**src/rtl/fetch_unit.sv**
```systemverilog
// Instruction fetch stage: PC register, IF/ID output register and a BOOT/RUN/FLUSH
// control FSM that handles stalls, branch redirects and undefined-opcode squashing.
module fetch_unit #(
  parameter int unsigned PC_W = 8
) (
  input  logic            clk,
  input  logic            rst,
  input  logic            stall,
  input  logic            branch_taken,
  input  logic [PC_W-1:0] branch_target,
  output logic [PC_W-1:0] imem_addr,
  input  logic [15:0]     imem_data,
  output logic [15:0]     if_inst,
  output logic [PC_W-1:0] if_pc1,
  output logic            if_valid,
  output logic [15:0]     fetch_cnt
);

  typedef enum logic [1:0] {StBoot, StRun, StFlush} state_e;

  state_e          state_q, state_d;
  logic [PC_W-1:0] pc_q, pc_d;
  logic [PC_W-1:0] pc_inc;
  logic [15:0]     inst_q, inst_d;
  logic [PC_W-1:0] pc1_q, pc1_d;
  logic            valid_q, valid_d;
  logic [15:0]     cnt_q, cnt_d;
  logic            illegal_op;

  assign pc_inc     = pc_q + PC_W'(1);
  assign illegal_op = (imem_data[15:12] >= 4'd11);

  always_comb begin
    state_d = state_q;
    pc_d    = pc_q;
    inst_d  = inst_q;
    pc1_d   = pc1_q;
    valid_d = valid_q;
    cnt_d   = cnt_q;
    unique case (state_q)
      StBoot: begin
        // Single bubble after reset; branches and stalls are ignored here.
        pc_d    = '0;
        inst_d  = 16'h0000;
        valid_d = 1'b0;
        state_d = StRun;
      end
      StRun, StFlush: begin
        if (branch_taken) begin
          pc_d    = branch_target;
          inst_d  = 16'h0000;
          valid_d = 1'b0;
          state_d = StFlush;
        end else if (!stall) begin
          if (state_q == StFlush) begin
            // Second penalty bubble; PC stays on the target so RUN fetches it next.
            inst_d  = 16'h0000;
            valid_d = 1'b0;
            state_d = StRun;
          end else begin
            pc_d  = pc_inc;
            pc1_d = pc_inc;
            if (illegal_op) begin
              inst_d  = 16'h0000;
              valid_d = 1'b0;
            end else begin
              inst_d  = imem_data;
              valid_d = 1'b1;
              if (cnt_q != 16'hFFFF) cnt_d = cnt_q + 16'd1;
            end
          end
        end
      end
      default: begin
        state_d = StBoot;
      end
    endcase
  end

  always_ff @(posedge clk) begin
    if (rst) begin
      state_q <= StBoot;
      pc_q    <= '0;
      inst_q  <= 16'h0000;
      pc1_q   <= '0;
      valid_q <= 1'b0;
      cnt_q   <= 16'h0000;
    end else begin
      state_q <= state_d;
      pc_q    <= pc_d;
      inst_q  <= inst_d;
      pc1_q   <= pc1_d;
      valid_q <= valid_d;
      cnt_q   <= cnt_d;
    end
  end

  assign imem_addr = pc_q;
  assign if_inst   = inst_q;
  assign if_pc1    = pc1_q;
  assign if_valid  = valid_q;
  assign fetch_cnt = cnt_q;

endmodule

```
**config.mk**
```make
export PLATFORM = sky130hd
export DESIGN_NAME = fetch_unit
export DESIGN_NICKNAME = d
export VERILOG_FILES = /design/src/rtl/fetch_unit.sv
export SDC_FILE = /design/constraint.sdc
export NUM_CORES = 1
export LEC_CHECK = 0
export BUFFER_PORTS_ARGS = -buffer_cell sky130_fd_sc_hd__buf_4
export CAP_MARGIN = 10
export CORE_ASPECT_RATIO = 1.4
export CORE_MARGIN = 10
export CORE_UTILIZATION = 46
export CTS_CLUSTER_DIAMETER = 60
export DETAILED_ROUTE_END_ITERATION = 12
export PLACE_DENSITY = 0.76
export SYNTH_ARGS = -nofsm -noshare
export SYNTH_HDL_FRONTEND = slang
export SYNTH_SLANG_ARGS = --single-unit
```
**constraint.sdc**
```tcl
create_clock -name clk -period 2.3 [get_ports clk]
set_clock_uncertainty 0.2 [all_clocks]
set_input_delay 0.46 -clock clk [delete_from_list [all_inputs] [get_ports clk]]
set_output_delay 0.46 -clock clk [all_outputs]
set_load 0.03 [all_outputs]
```
# Yosys cells after proc, flatten, opt, wreduce, memory -nomap -nowiden
# Cells that the tools add are included.
# word_totals
register_bits	51
output_inout_bits	49
in_bits	28
elab_cells	45
# classes
mux	18
n_addsub	2
eq_ne	6
bitwise_logic	4
magnitude_cmp	1
reduce_logical	8
# op_table
op	n
two-way mux 16 bit	4
case mux 16 bit (2 select lines)	1
two-way mux 8 bit	3
adder 16 x 1 -> 16 bit, second input constant	1
!= test 16 bit, second input constant	1
case mux 8 bit (2 select lines)	1
!= test 3 bit, second input constant	3
adder 8 x 1 -> 8 bit, second input constant	1
two-way mux 2 bit	3
AND reduction 6 bit	1
greater-or-equal comparator 4 bit, second input constant	1
two-way mux 1 bit	4
inverter 1 bit	4
case mux 2 bit (2 select lines)	1
AND reduction 2 bit	2
AND reduction 4 bit	1
AND reduction 3 bit	1
== test 2 x 1 -> 1 bit, second input constant	1
== test 2 bit, second input constant	1
logical NOT 2 bit	1
case mux 1 bit (2 select lines)	1
nonzero test 2 bit	1
OR reduction 2 bit	1

# Depth between registers and ports, before layout
# logic_depth
ltp_word	6
mapped_depth	9
depth_no_buf	6

# Least setup slack after synthesis
# Ideal clock, no wire load.
# synth_path
path_type	register to register
start	register state_q[0]
end	register cnt_q[7] (netlist: fetch_cnt[7])
setup_slack_ns	-0.037
arrival_ns	2.016
path_buffers	1
setup_time_ns	0.121
stages_incl_launch_ff	8
period_less_slack_ns	2.337
required_time_ns	1.979
cell_sequence	dfxtp_1 inv_1 ha_1 nor4b_4 o21ai_2 buf_2 nor4_1 mux2_2
# synth_between
elab_chain_len	3
elab_cells_between_ends	5
classes_between	2 x eq/ne; 1 x bitwise; 2 x reduce/logical
# synth_rtl
element	line	rtl
start: declaration	21	state_e state_q, state_d;
start signal: assignment	82	state_q <= StBoot;
start signal: assignment	89	state_q <= state_d;
== test 2 bit or == test 2 x 1 -> 1 bit (tied branches)	40, 55	
OR reduction 2 bit or inverter 1 bit (tied branches)	--	
AND reduction 6 bit (no line) (*)	--	
end signal: assignment	94	cnt_q <= cnt_d;
end: declaration	27	logic [15:0] cnt_q, cnt_d;
# Mark *: on every way between the ends. The rest lies on a longest branch, timed or not.
# A chain may end at the register's enable or synchronous reset.

# Final worst setup path
# layout_path
start	register state_q[0]
end	register cnt_q[15] (netlist: fetch_cnt[15])
# Same word-level chain as after synthesis.

==> out/qor.csv <==
stage,metric,value,unit
outcome,status,finished clean,
power_and_ir_drop,VDD IR max,0.532,mV
worst_setup_path,Critical-path top delay cell,or4_4,
floorplan,die span in x,81.2,µm
worst_setup_path,Setup crit end,fetch_cnt[15]$_SDFFE_PP0P_,
worst_setup_path,CP max FO,7,
drt,DR vias,2408,
drt,DRC,0,
clock_tree,Clock Latency Late Sink,0.31,ns
finish,synthesis-to-layout area growth,35.4,%
floorplan,initial core utilization,0.471,
worst_setup_path,r2r setup slk,0.09,ns
clock_tree,CTS Buf Count,5,
timing,Slew Limit Fails,0,
global_routing,pin count of the biggest net entering global routing,25,
worst_setup_path,Levels on crit path,7,
finish,most frequent cells in the layout,"buf_4, dfxtp_1, nor2_1",
floorplan,# IOs,77,
worst_setup_path,cell family with most CP delay,simple AND/OR/NAND/NOR gates,
timing,slew margin rel.,0.689,
flow_run,Max Cap Viol,0,
clock_tree,Hold Buf Count CTS,0,
drt,WL/cell,15.9,µm
worst_setup_path,Reg2Reg Depth,7,
finish,Final Util,0.638,
global_routing,vias in the first global route,2361,
drt,1st-pass router iterations,4,
global_routing,grt ovf,0,
global_routing,first-pass GRT wire length,11100,µm
synthesis,XOR/XNOR share of the synthesized area,0.0145,
synthesis,"top cells by area, synth","dfxtp_1, nor2_1, a21oi_1",
synthesis,"Seq/Total Area, Yosys",0.423,
synthesis,synthesized area,2410,µm²
finish,fin cells,428,
synthesis,"Distinct cells, synth",43,
synthesis,Mean Syn Cell Area,8.62,µm²
finish,Antenna Cells,0,
timing,fin worst setup slack,0.0946,ns
placement,Port-buffer cells,76,
global_routing,Tot GR Track Use,0.157,
synthesis,Adder-Cell Fraction of Synth Area,0.0259,
timing,final count of hold timing violations,0,
worst_setup_path,CP cell instances,inv_1 -> ha_1 -> nor4b_4 -> buf_4 -> o2111ai_4 -> or4_4 -> a21oi_2,
power_and_ir_drop,Leakage,1.29,nW
power_and_ir_drop,power density over the cells,671,nW/µm²
finish,post-route cell area,3270,µm²
finish,"leading cell type in the layout, fill and taps excluded",buf_4,
floorplan,Die Y,106,µm
synthesis,Synth area leader,dfxtp_1,
clock_tree,clock transition at the registers of the reported paths,0.09,ns
global_routing,antenna violations before repair,0,
worst_setup_path,R2R Path End,fetch_cnt[15]$_SDFFE_PP0P_,
synthesis,post-synthesis compound-gate area fraction,0.239,
worst_setup_path,crit path DAT,2.25,ns
worst_setup_path,sum of buffers and inverters on the critical path,2,
timing,Finish-stage setup viols,0,
timing,setup TNS,0,ns
drt,Detail Route Antenna Nets,0,
clock_tree,clock buffer depth,2,
clock_tree,root buf cell,clkbuf_8,
synthesis,Async SR Flop Fraction,0,
timing,min cycle time layout,2.21,ns
clock_tree,H-tree Lvls,2,
synthesis,Post-Synth Simple-Gate Area,0.222,
placement,placer congestion estimate,0.823,
synthesis,Seq cells post-synth,51,
clock_tree,CTS tree,built,
floorplan,# rows,31,
clock_tree,clk sinks,51,
worst_setup_path,CP Data Required Time,2.35,ns
timing,maximum clock rate,0.453,GHz
synthesis,Synth top area share,0.423,
worst_setup_path,crit path from,state_q[0]$_SDFFE_PP0P_,
worst_hold_path,min-delay worst type,in -> reg,
drt,vias per inst,5.63,
synthesis,Syn Nets,313,
finish,Nets,395,
placement,Post-DP Area,3130,µm²
worst_setup_path,critical path capture point type,flip-flop,
synthesis,post-synthesis mux area share,0.0280,
finish,share of cells above drive strength 1,0.331,
synthesis,Yosys warnings,0,
drt,drt total wl,6820,µm
synthesis,Cells after Synth,280,
worst_setup_path,Worst setup SP type,flip-flop,
timing,Worst-Margin Slew,0.462,ns
worst_setup_path,reg2reg start,state_q[0]$_SDFFE_PP0P_,
placement,pre-CTS setup slack,-0.0666,ns
placement,post-DP HPWL,5250,µm
drt,DR iter-0 viols,176,
worst_setup_path,Crit path largest cell delay,0.56,ns
floorplan,Core ar.,5120,µm²
timing,final worst path period share,0.959,
floorplan,Die ar.,8580,µm²
synthesis,Post-synth EDFFs,0,
synthesis,main combinational cell family by area after synthesis,compound AO/OA/AOI/OAI gates,
synthesis,ys flop type,dfxtp_1,
placement,Post-Place Cells,420,
worst_setup_path,kind of critical path,reg -> reg,
repair_timing:
action / CTS / global route
endpoints found under the setup margin: 10 / 25
pin swaps: 0 / 1
buffers inserted: 1 / 0
gates resized for setup: 1 / 8
routing by layer:
metal	vias up	wire length, µm	global-route usage
li1	1197	-	-
met1	1135	2630	0.170
met2	66	3670	0.281
met3	10	410	0.0425
met4	0	117	0.0546
met5	-	0	0
flip-flops by register name, indices dropped and copies added (netlist names):
| signal | flops |
|---|---|
| imem_addr | 8 |
| state_q | 2 |
| fetch_cnt | 16 |
| if_pc1 | 8 |
| if_inst | 16 |
| if_valid | 1 |
synthesized netlist by cell type, drive strengths merged, types with 2 or more instances:
cell and instances:
dfxtp 51, nor2 33, a21oi 24, a22oi 16, nand2 16, o21ai 15, nand3 13, clkbuf 10
inv 10, or4 8, buf 7, mux2 6, nor4 6, ha 5, nor2b 5, nor3 5
o31ai 5, o41ai 5, a211oi 4, a21o 4, and4 3, nand2b 3, nand4 3, o21a 3
a31oi 2, o2111ai 2, or2 2, or3 2, xnor2 2, xor2 2
cell families after synthesis:
kind of cell    after synthesis
simple gates                102
compound gates               85
flops                        51
buf+inv                      27
mux                           6
fa+ha+maj                     5
xor+xnor                      4
how the worst min path moves through the flow:
stage,from,to,slack [ns],depth (start not counted)
floorplan,state_q[0]$_SDFFE_PP0P_,state_q[0]$_SDFFE_PP0P_,0.27,2
global placement,if_valid$_SDFFE_PP0P_,if_valid$_SDFFE_PP0P_,0.27,2
detailed placement,if_pc1[1]$_SDFFE_PP0P_,if_pc1[1]$_SDFFE_PP0P_,0.28,2
CTS,imem_data[2],if_inst[2]$_SDFFE_PP0P_,0.20,3
global route,imem_data[1],if_inst[1]$_SDFFE_PP0P_,0.21,3
finish,imem_data[2],if_inst[2]$_SDFFE_PP0P_,0.19,3
worst register-to-register path: cells and delay by family (launching register included):
kind	cells	cell delay, ns
simple gates	2	0.75
flops	1	0.35
compound gates	2	0.31
fa+ha+maj	1	0.29
buf+inv	2	0.25
final cells by class:
type / instances / area, µm²
Inverter: 10 / 37.5
Timing Repair Buffer: 92 / 716
Sequential cell: 51 / 1020
Tap cell: 66 / 82.6
Clock inverter: 1 / 5.00
Fill cell: 482 / 1850
Multi-Input combinational cell: 202 / 1320
Clock buffer: 6 / 82.6
where the power goes:
group	switching [W]	internal (W)
Clock	0.000292	0.000237
Combinational	0.000387	0.000285
Sequential	0.0000522	0.000940
Total	0.000731	0.00146
metrics by stage:
| step | power [W] | hold slack [ns] |
|---|---|---|
| global placement | 0.00166 | 0.270 |
| CTS | 0.00220 | 0.196 |
| global route | 0.00230 | 0.209 |
| detailed placement | 0.00167 | 0.275 |
| finish | 0.00219 | 0.195 |
| floorplan | 0.00140 | 0.265 |
Power figures use the tool's default switching activity.
